==> src/rtl/udp_gen_pkg.sv <==
// Shared types and constants for the IPv4/UDP test-frame generator:
// FSM states, header offsets, fixed header fields and the payload clamp.
package udp_gen_pkg;

  typedef enum logic [2:0] {
    ST_IDLE,
    ST_CSUM1,
    ST_CSUM2,
    ST_SEND,
    ST_FIN,
    ST_GAP
  } state_t;

  // Byte offsets of each header inside the Ethernet frame.
  localparam int ETH_OFF   = 0;
  localparam int IP_OFF    = 14;
  localparam int UDP_OFF   = 34;
  localparam int PAY_OFF   = 42;
  localparam int HDR_BYTES = PAY_OFF + 4;  // headers plus the 4 MAGIC bytes
  localparam int PLEN_MIN  = 18;

  localparam logic [15:0] ETHERTYPE_IPV4 = 16'h0800;
  localparam logic [15:0] IP_VER_IHL_TOS = 16'h4500;
  localparam logic [7:0]  IP_PROTO_UDP   = 8'h11;
  localparam logic [15:0] IP_ID_INIT     = 16'h0001;

  function automatic logic [10:0] clamp_plen(input logic [10:0] len,
                                             input logic [10:0] max_len);
    if (len < 11'(PLEN_MIN)) return 11'(PLEN_MIN);
    if (len > max_len)       return max_len;
    return len;
  endfunction

endpackage

==> src/rtl/udp_frame_gen_if.sv <==
// PHY TX FIFO write port carried by the frame generator.
// phy_wr_en is a write strobe already qualified by !phy_full: a word phy_din is
// transferred on every rising clock edge where phy_wr_en is high, never otherwise.
interface udp_frame_gen_if;
  logic [8:0] phy_din;
  logic       phy_wr_en;
  logic       phy_full;

  modport master (output phy_din, output phy_wr_en, input phy_full);
  modport slave  (input phy_din, input phy_wr_en, output phy_full);
endinterface

==> src/rtl/udp_frame_gen_csum.sv <==
// Two-cycle IPv4 header checksum: sum_en registers the 20-bit word sum,
// fold_en folds the carries twice and registers the one's complement.
module ipv4_csum
  import udp_gen_pkg::*;
#(
  parameter logic [7:0] IP_TTL = 8'h40
) (
  input  logic        clk,
  input  logic        rst_n,
  input  logic        sum_en,
  input  logic        fold_en,
  input  logic [15:0] ip_len,
  input  logic [15:0] ip_id,
  input  logic [31:0] src_ip,
  input  logic [31:0] dst_ip,
  output logic [15:0] csum
);

  logic [19:0] sum_r;
  logic [19:0] sum_c;
  logic [16:0] fold1;
  logic [15:0] fold2;

  // Flags/fragment word is zero, so it does not appear in the sum.
  assign sum_c = 20'(IP_VER_IHL_TOS) + 20'(ip_len) + 20'(ip_id) + 20'({IP_TTL, IP_PROTO_UDP})
               + 20'(src_ip[31:16]) + 20'(src_ip[15:0])
               + 20'(dst_ip[31:16]) + 20'(dst_ip[15:0]);

  assign fold1 = {1'b0, sum_r[15:0]} + 17'(sum_r[19:16]);
  assign fold2 = fold1[15:0] + 16'(fold1[16]);

  always_ff @(posedge clk or negedge rst_n) begin
    if (!rst_n) begin
      sum_r <= '0;
      csum  <= '0;
    end else begin
      if (sum_en)  sum_r <= sum_c;
      if (fold_en) csum  <= ~fold2;
    end
  end

endmodule

==> src/rtl/udp_frame_gen.sv <==
// IPv4/UDP test-frame generator writing {tx_en, byte} words into the PHY TX FIFO.
// Build option IPID_INC_EN: ip_id steps by one after every frame instead of staying 1.
module udp_frame_gen
  import udp_gen_pkg::*;
#(
  parameter int          PAYLOAD_MAX = 1472,
  parameter int          GAP_CYCLES  = 100000,
  parameter logic [15:0] UDP_PORT    = 16'h0d5e,
  parameter logic [31:0] MAGIC       = 32'ha1110000,
  parameter logic [7:0]  IP_TTL      = 8'h40
) (
  input  logic                   pcie_clk,
  input  logic                   sys_rst_n,
  input  logic                   start,
  input  logic                   cont_mode,
  input  logic [10:0]            payload_len,
  input  logic [47:0]            src_mac,
  input  logic [47:0]            dst_mac,
  input  logic [31:0]            src_ip,
  input  logic [31:0]            dst_ip,
  udp_frame_gen_if.master        phy,
  output logic                   busy,
  output logic [31:0]            frame_cnt,
  output state_t                 state_dbg
);

  state_t      state, state_n;
  logic [10:0] plen_r;
  logic [47:0] src_mac_r, dst_mac_r;
  logic [31:0] src_ip_r, dst_ip_r;
  logic [10:0] byte_idx;
  logic [31:0] gap_cnt;
  logic [15:0] ip_id;
  logic [15:0] csum;
  logic [15:0] ip_len, udp_len;
  logic [10:0] frame_len;
  logic        last_byte;
  logic [HDR_BYTES*8-1:0] hdr;
  logic [5:0]  hdr_pos;
  logic [7:0]  tx_byte;

  assign ip_len    = {5'd0, plen_r} + 16'(PAY_OFF - IP_OFF);
  assign udp_len   = {5'd0, plen_r} + 16'(PAY_OFF - UDP_OFF);
  assign frame_len = plen_r + 11'(PAY_OFF - ETH_OFF);
  assign last_byte = (byte_idx == frame_len - 11'd1);
  assign busy      = (state != ST_IDLE);
  assign state_dbg = state;

  assign hdr = {dst_mac_r, src_mac_r, ETHERTYPE_IPV4, IP_VER_IHL_TOS, ip_len, ip_id,
                16'h0000, IP_TTL, IP_PROTO_UDP, csum, src_ip_r, dst_ip_r,
                UDP_PORT, UDP_PORT, udp_len, 16'h0000, MAGIC};

  // Header bytes come from the packed vector, payload byte k is simply k[7:0].
  assign hdr_pos = 6'(HDR_BYTES - 1) - byte_idx[5:0];
  assign tx_byte = (byte_idx < 11'(HDR_BYTES)) ? hdr[{hdr_pos, 3'b000} +: 8]
                                               : byte_idx[7:0] - 8'(PAY_OFF);

  ipv4_csum #(.IP_TTL(IP_TTL)) u_csum (
    .clk     (pcie_clk),
    .rst_n   (sys_rst_n),
    .sum_en  (state == ST_CSUM1),
    .fold_en (state == ST_CSUM2),
    .ip_len  (ip_len),
    .ip_id   (ip_id),
    .src_ip  (src_ip_r),
    .dst_ip  (dst_ip_r),
    .csum    (csum)
  );

  always_ff @(posedge pcie_clk or negedge sys_rst_n) begin
    if (!sys_rst_n) state <= ST_IDLE;
    else            state <= state_n;
  end

  always_comb begin
    state_n       = state;
    phy.phy_wr_en = 1'b0;
    phy.phy_din   = 9'h000;
    case (state)
      ST_IDLE:  if (start || cont_mode) state_n = ST_CSUM1;
      ST_CSUM1: state_n = ST_CSUM2;
      ST_CSUM2: state_n = ST_SEND;
      ST_SEND: begin
        phy.phy_wr_en = !phy.phy_full;
        phy.phy_din   = {1'b1, tx_byte};
        if (!phy.phy_full && last_byte) state_n = ST_FIN;
      end
      ST_FIN: begin
        phy.phy_wr_en = !phy.phy_full;
        if (!phy.phy_full) state_n = ST_GAP;
      end
      ST_GAP:   if (gap_cnt <= 32'd1) state_n = ST_IDLE;
      default:  state_n = ST_IDLE;
    endcase
  end

  // Configuration is captured only when leaving IDLE, so mid-frame port changes are inert.
  always_ff @(posedge pcie_clk or negedge sys_rst_n) begin
    if (!sys_rst_n) begin
      plen_r    <= 11'(PLEN_MIN);
      src_mac_r <= '0;
      dst_mac_r <= '0;
      src_ip_r  <= '0;
      dst_ip_r  <= '0;
      byte_idx  <= '0;
      gap_cnt   <= '0;
      frame_cnt <= '0;
    end else begin
      if (state == ST_IDLE && (start || cont_mode)) begin
        plen_r    <= clamp_plen(payload_len, 11'(PAYLOAD_MAX));
        src_mac_r <= src_mac;
        dst_mac_r <= dst_mac;
        src_ip_r  <= src_ip;
        dst_ip_r  <= dst_ip;
        byte_idx  <= '0;
      end
      if (state == ST_SEND && phy.phy_wr_en) byte_idx <= byte_idx + 11'd1;
      if (state == ST_FIN && phy.phy_wr_en) begin
        frame_cnt <= frame_cnt + 32'd1;
        gap_cnt   <= 32'(GAP_CYCLES);
      end
      if (state == ST_GAP && gap_cnt != 32'd0) gap_cnt <= gap_cnt - 32'd1;
    end
  end

`ifdef IPID_INC_EN
  always_ff @(posedge pcie_clk or negedge sys_rst_n) begin
    if (!sys_rst_n)                         ip_id <= IP_ID_INIT;
    else if (state == ST_FIN && phy.phy_wr_en) ip_id <= ip_id + 16'd1;
  end
`else
  assign ip_id = IP_ID_INIT;
`endif

endmodule
==> src/flat_wrapper.sv <==
// flat-port wrapper written by rule: the top's interface ports become plain ports
module udp_frame_gen_flat import udp_gen_pkg::*;
#(
  parameter int          PAYLOAD_MAX = 1472,
  parameter int          GAP_CYCLES  = 100000,
  parameter logic [15:0] UDP_PORT    = 16'h0d5e,
  parameter logic [31:0] MAGIC       = 32'ha1110000,
  parameter logic [7:0]  IP_TTL      = 8'h40
)
  (pcie_clk, sys_rst_n, start, cont_mode, payload_len, src_mac, dst_mac, src_ip, dst_ip, busy, frame_cnt, state_dbg, phy_phy_din, phy_phy_wr_en, phy_phy_full);
  udp_frame_gen_if phy_i ();
  input  logic pcie_clk;
  input  logic sys_rst_n;
  input  logic start;
  input  logic cont_mode;
  input  logic [10:0] payload_len;
  input  logic [47:0] src_mac;
  input  logic [47:0] dst_mac;
  input  logic [31:0] src_ip;
  input  logic [31:0] dst_ip;
  output logic busy;
  output logic [31:0] frame_cnt;
  output state_t state_dbg;
  output wire logic [$bits(phy_i.phy_din)-1:0] phy_phy_din;
  output wire logic [$bits(phy_i.phy_wr_en)-1:0] phy_phy_wr_en;
  input wire logic [$bits(phy_i.phy_full)-1:0] phy_phy_full;
  assign phy_phy_din = phy_i.phy_din;
  assign phy_phy_wr_en = phy_i.phy_wr_en;
  assign phy_i.phy_full = phy_phy_full;
  udp_frame_gen #(.PAYLOAD_MAX(PAYLOAD_MAX), .GAP_CYCLES(GAP_CYCLES), .UDP_PORT(UDP_PORT), .MAGIC(MAGIC), .IP_TTL(IP_TTL)) u_core (.pcie_clk(pcie_clk), .sys_rst_n(sys_rst_n), .start(start), .cont_mode(cont_mode), .payload_len(payload_len), .src_mac(src_mac), .dst_mac(dst_mac), .src_ip(src_ip), .dst_ip(dst_ip), .phy(phy_i), .busy(busy), .frame_cnt(frame_cnt), .state_dbg(state_dbg));
endmodule
==> config.mk <==
export PLATFORM = sky130hd
export DESIGN_NAME = udp_frame_gen_flat
export DESIGN_NICKNAME = d
export VERILOG_FILES = /design/src/rtl/udp_gen_pkg.sv /design/src/rtl/udp_frame_gen_if.sv /design/src/rtl/udp_frame_gen_csum.sv /design/src/rtl/udp_frame_gen.sv /design/src/flat_wrapper.sv
export SDC_FILE = /design/constraint.sdc
export NUM_CORES = 1
export LEC_CHECK = 0
export BUFFER_PORTS_ARGS = -buffer_cell sky130_fd_sc_hd__buf_4
export CAP_MARGIN = 10
export CORE_ASPECT_RATIO = 2
export CORE_MARGIN = 1
export CORE_UTILIZATION = 59
export CTS_BUF_LIST = sky130_fd_sc_hd__clkbuf_4 sky130_fd_sc_hd__clkbuf_8 sky130_fd_sc_hd__clkbuf_16
export CTS_CLUSTER_SIZE = 10
export DETAILED_ROUTE_END_ITERATION = 12
export PLACE_DENSITY = 0.84
export RECOVER_POWER = 25
export SLEW_MARGIN = 20
export SYNTH_ARGS = -nofsm -noshare
export SYNTH_HDL_FRONTEND = slang
export SYNTH_SLANG_ARGS = --single-unit
==> constraint.sdc <==
create_clock -name pcie_clk -period 7.7 [get_ports pcie_clk]
set_input_delay 1.54 -clock pcie_clk [delete_from_list [all_inputs] [get_ports pcie_clk]]
set_output_delay 1.54 -clock pcie_clk [all_outputs]
set_load 0.01 [all_outputs]
==> results.sh, run 1 <==
export IMPL_synth_enable_flop_cells=0
export IMPL_die_width_um=122.6
export IMPL_switchingPower_mw=3.243
export IMPL_io_pin_count=222
export IMPL_synth_cell_types=75
export IMPL_status="finished with violations"
export IMPL_avgSynthCellArea_um2=8.877
export IMPL_syn_inst=1934
export IMPL_cts_inserted_buffers=34
export IMPL_holdCritStartpoint="u_core.src_mac_r[13]"
export IMPL_clock_sinks=284
export IMPL_crit_fanout=51
export IMPL_maxSlewHeadroom=-2.272
export IMPL_place_gp_congestion=1.015
export IMPL_grt_max_degree=182
export IMPL_postCtsSetupRepairBufs=0
export IMPL_finalCriticalPeriod_ns=5.857
export IMPL_grt_pass1_vias=15590
export IMPL_clkPwrFrac=0.199
export IMPL_synth_seq_area_share=0.4141
export IMPL_wl_per_cell_um=22.52
export IMPL_cp_required_ns=6.16
export IMPL_slew_viol_final=182
export IMPL_worstReg2RegStart="u_core.plen_r[4]"
export IMPL_combPwrFrac=0.520
export IMPL_rsz0062_at_grt="false"
export IMPL_ctsRootBufferMaster="clkbuf_16"
export IMPL_drt_pass1_iterations=7
export IMPL_crit_arrival_ns=4.32
export IMPL_hold_viol_final=0
export IMPL_drtIter0Drc=943
export IMPL_placementRows=88
export IMPL_power_density_nw_per_um2=367.7
export IMPL_yosys_warnings=0
export IMPL_vias_per_cell=6.091
export IMPL_final_antenna_net_count=0
export IMPL_syn_num_nets=2210
export IMPL_max_freq_ghz=0.1707
export IMPL_synth_seq_cells=284
export IMPL_cts_htree_levels=2
export IMPL_antenna_found_initial=1
export IMPL_core_um2=28740
export IMPL_intPower_mw=4.084
export IMPL_num_vias=15050
export IMPL_async_reset_ff_frac=1.000
export IMPL_layout_drive_gt1_share=0.1630
export IMPL_worstMarginPinSlew_ns=4.908
export IMPL_crit_type="reg -> out"
export IMPL_remaining_drc_errors=0
export IMPL_violations="capacitance limit, slew limit"
export IMPL_pre_cts_ws_ns=1.920
export IMPL_finalClockSkew_ns=0.01772
export IMPL_cp_startpoint="u_core.byte_idx[1]"
export IMPL_ctsHoldBuffers=0
export IMPL_critPathLaunchType="register"
export IMPL_fin_crit_sh=0.7607
export IMPL_synthFlopType="dfrtp_1"
export IMPL_grt_total_usage=0.3871
export IMPL_setup_ws_ns=1.843
export IMPL_cts_resized=0
export IMPL_fin_tns_setup_ns=0
export IMPL_final_nets=2377
export IMPL_cts_tree="done"
export IMPL_cts_buffer_depth=3
export IMPL_grt_overflow=0
export IMPL_sw_frac_of_total=0.4426
export IMPL_io_buffers=221
export IMPL_cap_violations=3
export IMPL_seqPwrFrac=0.281
export IMPL_path_clk_slew_ns=0.06
export IMPL_area_growth_syn_to_layout_pct=16.07
export IMPL_hpwl_mm=42.02
export IMPL_start_util=0.5974
export IMPL_grt_pass1_wl_mm=85.21
export IMPL_die_area_um2=29830
export IMPL_end_kind="output port"
export IMPL_postRouteWirelength_mm=55.64
export IMPL_clock_latency_ns=0.53
export IMPL_syn_area_um2=17170
export IMPL_cellLeakagePower_nw=9.652
export IMPL_hold_path_class="reg -> reg"
export IMPL_ir_worst_vdd_v=0.0003129
export IMPL_setup_violations_final=0
export IMPL_die_height_um=243.2
-- per-layer routing --
| metal | track usage | routed length (um) |
|---|---|---|
| met1 | 0.3832 | 17810 |
| met4 | 0.3637 | 6294 |
| met5 | 0 | 0 |
| met2 | 0.6753 | 28840 |
| met3 | 0.05075 | 2699 |
-- metrics by stage --
step / utilization / instance area (um^2) / total power [mW] / hold WS [ns] / std cells
global placement: 0.6609 / 18990 / 5.753 / 0.4532 / 2425
detailed placement: 0.6609 / 18990 / 5.802 / 0.4587 / 2425
finish: 0.6934 / 19930 / 7.327 / 0.4713 / 2471
floorplan: - / 17170 / 4.435 / 0.4401 / 1934
global route: 0.6934 / 19930 / 7.733 / 0.4864 / 2471
CTS: 0.6944 / 19960 / 7.282 / 0.4729 / 2470
-- kinds of logic after synthesis --
family,share of synthesized area
buf+inv,0.04796
compound gates,0.1074
xor+xnor,0.05000
fa+ha+maj,0.09300
simple gates,0.2237
flops,0.4141
mux,0.06377
-- sequential cells by signal (all words and copies together) (netlist names) --
register and flops:
u_core.plen_r 11, u_core.src_ip_r 32, u_core.u_csum.sum_r 19, u_core.src_mac_r 48
u_core.gap_cnt 32, u_core.state_dbg 3, u_core.dst_mac_r 48, u_core.byte_idx 11
u_core.dst_ip_r 32, u_core.u_csum.csum 16, u_core.frame_cnt 32
-- area by class of cell --
class,instances,area (um^2)
multi-input combinational,1444,9240
fill,2265,8811
sequential,284,7114
timing repair buffer,235,1772
clock buffer,42,928.4
tap,360,450.4
inverter,102,382.9
clock inverter,3,36.28
antenna,1,2.502
-- worst paths after layout --
path / slack [ns] / to / cells after the start
hold reg to reg: 0.47 / u_core.src_mac_r[13] / 2
hold / removal: 0.47 / u_core.src_mac_r[13] / 2
setup reg to reg: 1.88 / u_core.u_csum.sum_r[16] / 17
min in group asynchronous: 3.00 / u_core.frame_cnt[21] / 1
max in group asynchronous: 1.87 / u_core.dst_mac_r[12] / 1
setup / recovery: 1.84 / phy_phy_din[7] / 8
-- power groups by stage --
stage               registers (mW)  logic, mW  clock network [mW]
global route                  2.08       4.13                1.52
CTS                           2.04       3.77                1.47
global placement              2.05       3.70                   0
detailed placement            2.06       3.74                   0
floorplan                     1.86       2.57                   0
finish                        2.06       3.81                1.46
-- cells in the mapped netlist (all sizes together) (18+ instances only) --
cell,n,area [um^2]
nand3,55,280.3
a21oi,53,272.8
xor2,26,227.7
buf,35,181.4
nand2,591,2218
mux4,28,630.6
fa,46,920.9
clkbuf,69,259.0
ha,54,675.7
inv,100,375.4
o21ai,97,485.5
mux2i,34,340.3
dfrtp,282,7057
xnor2,72,630.6
nor3,40,200.2
a211oi,18,140.1
nor2,86,327.8
-- cells in the final DEF, fill, tap and decap left out, drive strengths merged, types with 5 or more instances in the layout --
cell type	n
inv	102
ha	54
nand3b	9
xor2	26
a2111oi	7
o211ai	16
dfrtp	282
nor2b	10
a21o	10
nor4	10
or2	6
a21oi	53
nand4	17
a221oi	12
nand3	55
nand2b	10
and2	7
xnor2	72
nand2	591
o21a	6
nor3	40
nor2	86
mux2	11
mux2i	34
o21ai	97
a31oi	15
clkbuf	45
mux4	28
o31ai	14
o22ai	5
buf	231
or3	12
and3	14
fa	46
a211oi	18
or4	10
-- worst max-delay path, cell delays in order (launching register included) --
cell and delay (ns):
dfrtp_2 0.64, buf_4 0.62, nand3_1 0.25, xnor2_1 0.88, mux2i_1 0.17, o32ai_1 0.15, a311oi_1 0.10, a2111oi_0 0.72
buf_4 0.24
Power figures use the tool's default switching activity.
==> run 2: changes to the inputs <==
Clock period 7.7 ns to 5.4 ns, I/O delays scaled along.
==> results.sh, run 2 (synthesis gave the netlist of run 1 again) <==
export IMPL_hold_viol_final=0
export IMPL_reg2reg_to="u_core.u_csum.sum_r[16]"
export IMPL_cap_violations=2
export IMPL_finalCriticalPeriod_ns=5.240
export IMPL_place_gp_congestion=1.037
export IMPL_wl_met2_mm=28.83
export IMPL_path_clk_slew_ns=0.05
export IMPL_placementRows=88
export IMPL_clkPwrFrac=0.205
export IMPL_wl_per_cell_um=21.76
export IMPL_max_freq_ghz=0.1908
export IMPL_die_width_um=122.6
export IMPL_finalClockSkew_ns=0.01987
export IMPL_io_pin_count=222
export IMPL_final_nets=2400
export IMPL_r2r_cells=18
export IMPL_vias_per_cell=6.096
export IMPL_end_kind="output port"
export IMPL_hold_path_class="reg -> reg"
export IMPL_met1_length_mm=17.87
export IMPL_critPathLaunchType="register"
export IMPL_sw_frac_of_total=0.4310
export IMPL_endpoint="phy_phy_din[7]"
export IMPL_rsz0062_at_grt="false"
export IMPL_switchingPower_mw=4.523
export IMPL_postRouteWirelength_mm=54.34
export IMPL_grt_pass1_wl_mm=83.99
export IMPL_final_antenna_net_count=0
export IMPL_ir_worst_vdd_v=0.0003963
export IMPL_drt_pass1_iterations=5
export IMPL_postCtsSetupRepairBufs=0
export IMPL_dp_cells=2448
export IMPL_layout_drive_gt1_share=0.1770
export IMPL_cts_htree_levels=2
export IMPL_final_cell_mix="nand2_1 (591), dfrtp_1 (280), buf_4 (253)"
export IMPL_status="finished with violations"
export IMPL_seqPwrFrac=0.274
export IMPL_cellLeakagePower_nw=9.816
export IMPL_crit_arrival_ns=4.16
export IMPL_routed_top_layer="met4"
export IMPL_cts_tree="done"
export IMPL_grt_pass1_vias=15610
export IMPL_crit_slowest_cell="xnor2_2"
export IMPL_fin_tns_setup_ns=0
export IMPL_hpwl_mm=41.18
export IMPL_violations="capacitance limit, slew limit"
export IMPL_seqCellArea_um2=7114
export IMPL_stdcell_count=2498
export IMPL_fillCellCount=2151
export IMPL_worstReg2RegStart="u_core.plen_r[4]"
export IMPL_grt_max_degree=117
export IMPL_cts_inserted_buffers=34
export IMPL_die_height_um=243.2
export IMPL_area_growth_syn_to_layout_pct=17.64
export IMPL_layout_commonest_cell="nand2_1"
export IMPL_die_area_um2=29830
export IMPL_critPathMaxStageDelay_ns=0.97
export IMPL_remaining_drc_errors=0
export IMPL_ctsRootBufferMaster="clkbuf_16"
export IMPL_multi_input_area_um2=9254
export IMPL_drtIter0Drc=932
export IMPL_fin_crit_sh=0.9703
export IMPL_maxSlewHeadroom=-0.9361
export IMPL_antenna_found_initial=3
export IMPL_cp_required_ns=4.32
export IMPL_r2r_slack_ns=0.25
export IMPL_combPwrFrac=0.521
export IMPL_crit_fanout=21
export IMPL_setup_violations_final=0
export IMPL_cp_startpoint="u_core.byte_idx[1]"
export IMPL_core_um2=28740
export IMPL_wl_met3_mm=2.762
export IMPL_io_buffers=221
export IMPL_cts_buffer_depth=3
export IMPL_crit_type="reg -> out"
export IMPL_largestRegisters="u_core.dst_mac_r (48), u_core.src_mac_r (48)"
export IMPL_crit_chain="ha_1 -> xnor2_2 -> a221oi_1 -> nor3_1 -> nor3_1 -> a2111oi_0 -> buf_4 -> buf_4"
export IMPL_holdCritStartpoint="u_core.dst_mac_r[16]"
export IMPL_num_vias=15230
export IMPL_grt_overflow=0
export IMPL_clock_sinks=284
export IMPL_grt_total_usage=0.3768
export IMPL_power_density_nw_per_um2=519.7
export IMPL_worstMarginPinSlew_ns=2.904
export IMPL_clock_latency_ns=0.53
export IMPL_start_util=0.5974
export IMPL_intPower_mw=5.972
export IMPL_slew_viol_final=126
export IMPL_finalPower_mw=10.50
==> run 2: cell count changes in the layout (fill, tap and decap cells not counted), moves of 2 or more <==
cell      before  now
buf_12         1    4
clkbuf_1       2    0
diode_2        1    3
nor2_1        84   82
buf_4        230  253
nor2_2         1    3
==> run 2: how the worst min path moves through the flow <==
stage                                 endpoint  slack [ns]  cells after the start
after CTS                 u_core.src_mac_r[20]        0.47                      2
after detailed placement  u_core.src_mac_r[20]        0.46                      2
after global placement    u_core.src_mac_r[32]        0.45                      2
after global routing      u_core.src_mac_r[20]        0.49                      2
after floorplan           u_core.dst_mac_r[34]        0.44                      2
final                     u_core.dst_mac_r[16]        0.47                      2
==> run 2: final cells by class <==
type / instances / share of cell area
Clock buffer: 44 / 0.04671
Inverter: 102 / 0.01896
Clock inverter: 3 / 0.002912
Antenna cell: 3 / 0.0003717
Timing Repair Buffer: 258 / 0.09826
Multi-Input combinational cell: 1444 / 0.4582
Tap cell: 360 / 0.02230
Sequential cell: 284 / 0.3523
==> run 2: per-layer routing <==
layer	global-route usage	up-vias
li1	-	6900
met1	0.3818	7485
met2	0.6654	619
met3	0.05804	223
met4	0.3038	0
met5	0	-
==> run 2: worst max-delay path: cells and delay by family (launching register included) <==
family / cells / cell delay [ns]
compound gates: 2 / 0.92
xor+xnor: 1 / 0.97
fa+ha+maj: 1 / 0.42
buf+inv: 2 / 0.33
flops: 1 / 0.55
simple gates: 2 / 0.45
==> run 2: timing repair <==
item,4_1_cts,5_1_grt
hold buffers,0,0
setup endpoints to repair,0,4
gates resized for setup,0,4
==> run 2: metrics by stage <==
stage / utilization / worst slack (ns) / hold slack (ns) / instance area [um^2]
2_1_floorplan: - / 0.03989 / 0.4401 / 17170
3_3_place_gp: 0.6682 / 0.2073 / 0.4522 / 19200
3_5_place_dp: 0.6682 / 0.1611 / 0.4563 / 19200
4_1_cts: 0.7031 / 0.1471 / 0.4717 / 20200
5_1_grt: 0.7028 / 0.009913 / 0.4920 / 20200
6_report: 0.7028 / 0.1602 / 0.4701 / 20200
==> run 2: power by group through the flow <==
stage / clock (mW) / combinational [mW] / sequential (mW)
3_3_place_gp: 0 / 5.28 / 2.88
5_1_grt: 2.26 / 5.94 / 2.91
3_5_place_dp: 0 / 5.35 / 2.90
6_report: 2.15 / 5.46 / 2.88
4_1_cts: 2.17 / 5.39 / 2.86
2_1_floorplan: 0 / 3.67 / 2.65
